===== src/rtl/free_list_pkg.sv =====
// Rename-wide types shared by the free list, ROB, rename and regfile.
// Physical register width and free-list capacity live here.
package rv32i_types;

  localparam int PHYS_REG_BITS   = 6;
  localparam int ARCH_REGS       = 32;
  localparam int FREE_LIST_DEPTH = 32;
  localparam int FL_CNT_BITS     = $clog2(FREE_LIST_DEPTH) + 1;

  typedef logic [PHYS_REG_BITS-1:0] preg_t;
  typedef logic [FL_CNT_BITS-1:0]   fl_cnt_t;

endpackage


===== src/rtl/free_list.sv =====
// Circular free list of physical registers with a speculative head.
// Flush rolls the speculative head back to the retire head.
module free_list #(
  parameter int PHYS_REG_BITS = rv32i_types::PHYS_REG_BITS,
  parameter int DEPTH         = rv32i_types::FREE_LIST_DEPTH
) (
  input  logic                     clk,
  input  logic                     rst,
  input  logic                     alloc_req,
  output logic                     alloc_valid,
  output logic [PHYS_REG_BITS-1:0] alloc_preg,
  input  logic                     commit_req,
  input  logic [PHYS_REG_BITS-1:0] commit_old_preg,
  input  logic                     flush,
  output logic [$clog2(DEPTH):0]   count,
  output logic                     empty
);

  localparam int IW   = $clog2(DEPTH);
  localparam int PW   = IW + 1;
  localparam int BASE = rv32i_types::ARCH_REGS;

  typedef logic [PW-1:0] ptr_t;

  logic [PHYS_REG_BITS-1:0] r_mem [DEPTH];

  ptr_t r_spec_head;
  ptr_t r_retire_head;
  ptr_t r_tail;

  ptr_t          w_spec_nxt;
  ptr_t          w_retire_nxt;
  ptr_t          w_tail_nxt;
  ptr_t          w_count;
  logic [IW-1:0] w_sidx;
  logic [IW-1:0] w_tidx;
  logic          w_same_wrap;
  logic          w_empty;
  logic          w_full;
  logic          w_grant;
  logic          w_enq;

  // Index wraps at DEPTH-1 and flips the wrap bit; works for any DEPTH.
  function automatic ptr_t ptr_inc(input ptr_t p);
    ptr_t n;
    if (p[IW-1:0] == IW'(DEPTH - 1))
      n = {~p[PW-1], {IW{1'b0}}};
    else
      n = p + PW'(1);
    return n;
  endfunction

  assign w_sidx      = r_spec_head[IW-1:0];
  assign w_tidx      = r_tail[IW-1:0];
  assign w_same_wrap = r_spec_head[IW] == r_tail[IW];

  assign w_empty = r_tail == r_spec_head;
  assign w_full  = !w_same_wrap && (w_tidx == w_sidx);

  assign w_count = w_same_wrap
    ? PW'(w_tidx) - PW'(w_sidx)
    : PW'(DEPTH) + PW'(w_tidx) - PW'(w_sidx);

  assign w_grant = alloc_req && !w_empty && !flush;
  assign w_enq   = commit_req
    && (commit_old_preg != '0)
    && !w_full;

  assign w_retire_nxt = commit_req
    ? ptr_inc(r_retire_head)
    : r_retire_head;

  assign w_tail_nxt = w_enq ? ptr_inc(r_tail) : r_tail;

  always_comb begin
    w_spec_nxt = r_spec_head;
    unique case (1'b1)
      flush:   w_spec_nxt = w_retire_nxt;
      w_grant: w_spec_nxt = ptr_inc(r_spec_head);
      default: ;
    endcase
  end

  always_ff @(posedge clk) begin
    if (rst) begin
      r_spec_head   <= '0;
      r_retire_head <= '0;
      r_tail        <= {1'b1, {IW{1'b0}}};
    end else begin
      r_spec_head   <= w_spec_nxt;
      r_retire_head <= w_retire_nxt;
      r_tail        <= w_tail_nxt;
    end
  end

  for (genvar g = 0; g < DEPTH; g++) begin : g_ent
    always_ff @(posedge clk) begin
      if (rst)
        r_mem[g] <= PHYS_REG_BITS'(BASE + g);
      else if (w_enq && (w_tidx == IW'(g)))
        r_mem[g] <= commit_old_preg;
    end
  end

  // Reset values are shown while rst is held, before any edge lands.
  assign alloc_valid = rst ? 1'b1 : !w_empty;
  assign empty       = rst ? 1'b0 : w_empty;
  assign count       = rst ? PW'(DEPTH) : w_count;
  assign alloc_preg  = rst
    ? PHYS_REG_BITS'(BASE)
    : r_mem[w_sidx];

`ifndef SYNTHESIS
  always @(posedge clk) begin
    if (!rst) begin
      assert (!(commit_req && commit_old_preg != '0 && w_full))
        else $error("free_list: enqueue while full dropped");
      assert (!(commit_req && !w_grant
                && r_retire_head == r_spec_head))
        else $error("free_list: retire_head passed spec_head");
    end
  end
`endif

endmodule


===== config.mk =====
export PLATFORM = sky130hd
export DESIGN_NAME = free_list
export DESIGN_NICKNAME = d
export VERILOG_FILES = /design/src/rtl/free_list_pkg.sv /design/src/rtl/free_list.sv
export SDC_FILE = /design/constraint.sdc
export NUM_CORES = 1
export LEC_CHECK = 0
export CAP_MARGIN = 40
export CORE_ASPECT_RATIO = 0.8
export CORE_MARGIN = 1
export CORE_UTILIZATION = 65
export DETAILED_ROUTE_END_ITERATION = 12
export GPL_TIMING_DRIVEN = 1
export PLACE_DENSITY = 0.83
export SLEW_MARGIN = 10
export SYNTH_ARGS = -nofsm -noshare
export SYNTH_HDL_FRONTEND = slang
export SYNTH_SLANG_ARGS = --single-unit

===== constraint.sdc =====
create_clock -name clk -period 4 [get_ports clk]
set_input_delay 0.6 -clock clk [delete_from_list [all_inputs] [get_ports clk]]
set_output_delay 0.6 -clock clk [all_outputs]
set_load 0.005 [all_outputs]

# ---- Word level (Yosys, flattened, before mapping)
# Memories as Yosys holds them, arrays and structs flattened. A register that Yosys moved wholly into a read port is not among the register bits.
# Index checks and enable logic that the tools add are counted.
dict set report totals {
  regBits 18
  latch_bits 0
  ramBits 192
  mem_bits_ro 0
  out_inout_bits 14
  elab_cells 267
  mem_count 1
}
# memory depth word_bits read_ports rd_clocked_by_memory_dff write_ports line_no
set memory_table {}
lappend memory_table {r_mem 32 6 1 1 32 free_list.sv:25} ;# logic [PHYS_REG_BITS-1:0] r_mem [DEPTH];
dict set report classes {
  add_sub_neg 6
  multipliers 0
  div_mod_pow 0
  order_cmp 0
  n_eq_ne 36
  shift 0
  n_mux 142
  bitwise_logic 35
  reduce_logical 44
}
# cell count
set op_table {}
lappend op_table {{two-way mux 6 bit} 39}
lappend op_table {{two-way mux 1 bit} 100}
lappend op_table {{equality test 5 bit, second input constant} 18}
lappend op_table {{equality test 5 x 4 -> 1 bit, second input constant} 8}
lappend op_table {{logical AND 1 bit} 37}
lappend op_table {{OR 1 bit} 32}
lappend op_table {{equality test 5 x 3 -> 1 bit, second input constant} 4}
lappend op_table {{adder 6 x 1 -> 6 bit, second input constant} 3}
lappend op_table {{one-hot mux 6 bit (2 select lines)} 1}
lappend op_table {{equality test 5 x 2 -> 1 bit, second input constant} 2}
lappend op_table {{two-way mux 5 bit} 2}
lappend op_table {{adder 6 x 5 -> 6 bit, first input constant} 1}
lappend op_table {{equality test 6 bit} 1}
lappend op_table {{nonzero test 6 bit} 1}
lappend op_table {{subtractor 5 x 5 -> 6 bit} 1}
lappend op_table {{subtractor 6 x 5 -> 6 bit} 1}
lappend op_table {{equality test 5 x 1 -> 1 bit, second input constant} 1}
lappend op_table {{equality test 5 bit} 1}
lappend op_table {{logical NOT 5 bit} 1}
lappend op_table {{logical NOT 1 bit} 4}
lappend op_table {{inverter 1 bit} 3}
lappend op_table {{nonzero test 2 bit} 1}
lappend op_table {{equality test 1 bit} 1}

# ---- Longest topological paths before layout
dict set report logic_depth {
  word_depth 10
  depth_mapped 8
  mapped_depth_nobuf 8
}

# ---- Least setup slack after synthesis
# No wires, ideal clock.
dict set report synth_timing {
  path_type {flip-flop to flip-flop}
  from {register r_tail[0]}
  to {memory r_mem[1][0], enable pin}
  setup_time_ns 0.380
  t_arrival_ns 2.049
  path_slack_ns 1.571
  path_stages_with_launch 9
  path_buffers 2
  synth_period_minus_slack_ns 2.429
  path_cell_list {dfxtp_1 > inv_1 > ha_1 > and4_1 > nand3_2 > nand2_1 > buf_4 > buf_4 > o31ai_1}
}
# item line_no
set synth_rtl {}
lappend synth_rtl {{start, declared} free_list.sv:29} ;# ptr_t r_tail;
lappend synth_rtl {{start signal, assigned} free_list.sv:88} ;# r_tail <= {1'b1, {IW{1'b0}}};
lappend synth_rtl {{start signal, assigned} free_list.sv:92} ;# r_tail <= w_tail_nxt;
lappend synth_rtl {{end, declared} free_list.sv:25}

==> results.txt <==
The run finished with clean final reports. The total count of max-transition violations in the final report is 0. The required time reported for the critical path endpoint came out at about 3.4 ns. In this run, the number of DRC markers left after iteration 0 of detailed routing was approximately 1,300. The global-route wire length before repair came out at between 40,000 and 50,000 um.

The proportion of netlist area held by the largest area contributor came out at 0.5639. At the later pin of the worst-skew pair, clock insertion delay measures 0.51 ns. The fraction of met2 tracks used by global routing is 0.5320. The critical path is of the flip-flop to output pin type. The final worst slack is 0.1074 ns. The cell area after placement is between 10,000 and 15,000 um^2.

Setup repair after global routing left no endpoint under its margin. For this run, the detailed router's first-pass iteration total came to 6. Setup violations remaining at the end of the flow were counted as 0. The distinct cell type count of the synthesized netlist is 59.

The area enclosed by the die boundary came out at between 15,000 and 20,000 um^2. The global-route usage over all layers came out at 0.3547. The initial antenna violation count is 0. The share of the synthesized area in compound gates (AO/OA/AOI/OAI) came out at 0.05311. The highest achievable clock rate is approximately 0.26 GHz. In the post-synthesis netlist, the biggest area contributors are edfxtp_1 (56%), mux4_2 (11%), nand2_1 (5.0%). In this run the critical register-to-register path is captured at r_mem[20][4]$_SDFFCE_PN1P_.

The count of state elements after synthesis came out at about 220. The worst setup slack for register-to-register paths is between 0.7 and 0.8 ns. The reported max-cap violation count is 0. The largest driver fanout on the critical path is 18.

In the routed design, unresolved DRC markers number 0. The row count came out at 40. The utilization after layout is 0.7515. The routed length per placed instance came out at ~26 um. The cell count of the worst hold path came out at 2. Of the total synthesized cell area, the portion taken by full adders, half adders and majority gates is 0.02154. The peak supply drop is a little under 0.4 mV. The fraction of the mapped netlist area in simple logic gates is 0.1488.

The floorplan step set the die height to 114.2 um. By area, the combinational part of the netlist is dominated by simple AND/OR/NAND/NOR gates. The post-synthesis share of cell area spent on xor and xnor gates came out at 0.006118.

The placeable core region is 15,210 um^2. The sequential fraction of design power is 0.494. The overflow left after global routing came out at 0. By count the netlist is led by edfxtp_1 (192), nand2_1 (137), nor2_1 (108). The final antenna diode count came out at 0. Internal power comes to about 0.0039 W. The mux share of post-synthesis cell area came out at 0.1314.

The die extent in x is around 140 um. The worst-case clock buffer depth is 3. The synthesized area per cell came out at about 13 um^2. The total setup buffers inserted after CTS came out at 0.

The cell sitting at the root of the clock tree is a clkbuf_16. Yosys instantiated no cell more often than edfxtp_1. TritonCTS built the clock tree. The ratio of routed vias to standard cells is approximately 6.9. The synthesized netlist cell count is roughly 800. Compared with the post-synthesis result, the final layout area differs by 11.82%. The port buffer count is 24.

For the worst flop-to-flop path, the logic depth is 6. The logic gate share of total power is 0.113. The final period utilization is 0.9732.

The yosys synthesis warning count is 0. The number of synthesized flops with an enable pin came out at 192. The leakage component of the power came out at ~3.4 nW. Once detail routing completed, the nets flagged for antenna violations numbered 0. The cell area that synthesis handed to floorplanning was about 10,000 um^2. The final setup skew is 0.009420 ns. The final number of hold-violating endpoints came out at 0. After global routing, the most crowded layer is met2. The fraction of met3 tracks used by global routing is 0.07110. STA classifies the critical path endpoint as an output pin. The most critical setup path has its endpoint at alloc_preg[1]. The area of all placed cells without fillers came out at 11,430 um^2. The half-perimeter wire length of the detailed placement result came out at between 15,000 and 20,000 um. The slew at the pin closest to its max-slew limit is ~1 ns. The switching power came out at 0.001246 W. The count of clock tree sinks is 215. The remaining max-slew budget at the tightest pin is 0.3457.

Buffers inserted during clock tree synthesis total 22. Summed over all instances, the cell type with the most area after synthesis is edfxtp_1. The share of total power dissipated in the clock network is 0.393. The setup TNS is 0 ns. Prior to clock tree synthesis, the placed netlist has a worst setup slack of around 0.55 ns. The dominant synthesized flop cell is edfxtp_1.

At the worst endpoint, the arrival time is around 3.3 ns. The via count of the routed design came out at approximately 7,100. The power per cell area is roughly 450 nW/um^2. Of the total power, the share spent switching nets is 0.2423. The number of nets at the end of the flow came out at 840.

The placer's final routability congestion estimate is about 0.96. The worst setup path is launched from a flip-flop. Entering global routing, the biggest net connects 24 pins.

The met1 layer usage reported by global route came out at 0.5278. The H-tree depth reported by CTS came out at 1. The proportion of layout cells with a drive suffix above 1 came out at 0.1622. The reg-to-reg critical path startpoint is r_tail[2]$_SDFFE_PP0N_. For this configuration, the core starts out at a cell density of 0.6720. The total wire length after detailed routing came out at about 27,000 um. After clock tree synthesis, the clock-pin slew on the worst setup and hold paths is ~0.060 ns. The boundary pin count came out at 25. The clock period could shrink to about 4 ns.

For this run, the register share of the synthesized area comes to 0.6089. The share of synthesized registers carrying an async set or reset came out at 0. The number of global-route vias before repair came out at 6,903. The worst hold path belongs to the class flip-flop to flip-flop. The total nets after synthesis is 807.
cell usage in the layout (no fill, tap or decap), drive strengths merged, types with 6 or more instances in the layout:
cell type and n:
and2 12, ha 16, a21oi 9, and3 11, clkdlybuf4s50 24, o21ai 19
nor2 109, o31ai 17, clkbuf 26, dfxtp 23, clkinv 8, buf 35
edfxtp 192, inv 14, mux4 52, nand2b 6, nor2b 9, nand3 13
nand2 138, nand3b 6, mux2i 15
repair_timing:
item                                    CTS  global route
endpoints found under the setup margin    0             2
hold buffers                              0             0
resized for setup                         0             2
state kept, by name, indices dropped and copies added (netlist names), named ones only:
signal and flops:
r_mem 192, r_retire_head 6, r_spec_head 6, r_tail 6
power groups by stage:
stage	sequential (W)	clock [W]	combinational, W
floorplan	0.00256	0	0.000387
global placement	0.00258	0	0.000543
detailed placement	0.00259	0	0.000564
CTS	0.00254	0.00201	0.000569
global route	0.00255	0.00210	0.000615
finish	0.00254	0.00202	0.000580
layout make-up:
| cell class | instances | area [um^2] |
|---|---|---|
| Tap cell | 210 | 262.8 |
| Clock inverter | 12 | 110.1 |
| Fill cell | 965 | 3781 |
| Clock buffer | 26 | 586.8 |
| Inverter | 14 | 52.55 |
| Timing Repair Buffer | 59 | 498.0 |
| Sequential cell | 215 | 6231 |
| Multi-Input combinational cell | 500 | 3692 |
metal layers:
metal | part of all wire | wire [um]
met2 | 0.44 | 12020
met4 | 0.034 | 932
met5 | 0 | 0
met3 | 0.14 | 3761
met1 | 0.38 | 10300
worst min path at each step:
stage,slack (ns),startpoint,to
floorplan,0.47,r_retire_head[5]$_SDFF_PP0_,r_retire_head[5]$_SDFF_PP0_
global placement,0.53,r_retire_head[5]$_SDFF_PP0_,r_retire_head[5]$_SDFF_PP0_
detailed placement,0.54,r_retire_head[5]$_SDFF_PP0_,r_retire_head[5]$_SDFF_PP0_
CTS,0.55,r_retire_head[5]$_SDFF_PP0_,r_retire_head[5]$_SDFF_PP0_
global route,0.58,r_retire_head[5]$_SDFF_PP0_,r_retire_head[5]$_SDFF_PP0_
finish,0.57,r_retire_head[5]$_SDFF_PP0_,r_retire_head[5]$_SDFF_PP0_
kinds of logic after synthesis:
group,count (synthesis)
simple gates,332
flops,215
compound gates,77
mux,69
buf+inv,64
fa+ha+maj,17
xor+xnor,5
per-stage QoR:
stage	cells	total power [W]	hold slack (ns)
after floorplan	779	0.002945	0.4735
after global placement	996	0.003124	0.5302
after detailed placement	996	0.003151	0.5392
after CTS	1034	0.005117	0.5524
after global routing	1036	0.005257	0.5848
final	1036	0.005140	0.5675
worst max-delay path, cell delays in order, from the launching register on:
cell,delay (ns)
dfxtp_2,0.40
buf_4,0.39
mux4_2,0.60
mux4_2,0.49
nor2b_1,0.25
a2111oi_0,0.14
clkdlybuf4s50_1,0.50
No activity file was read; power rests on OpenSTA's default activity.
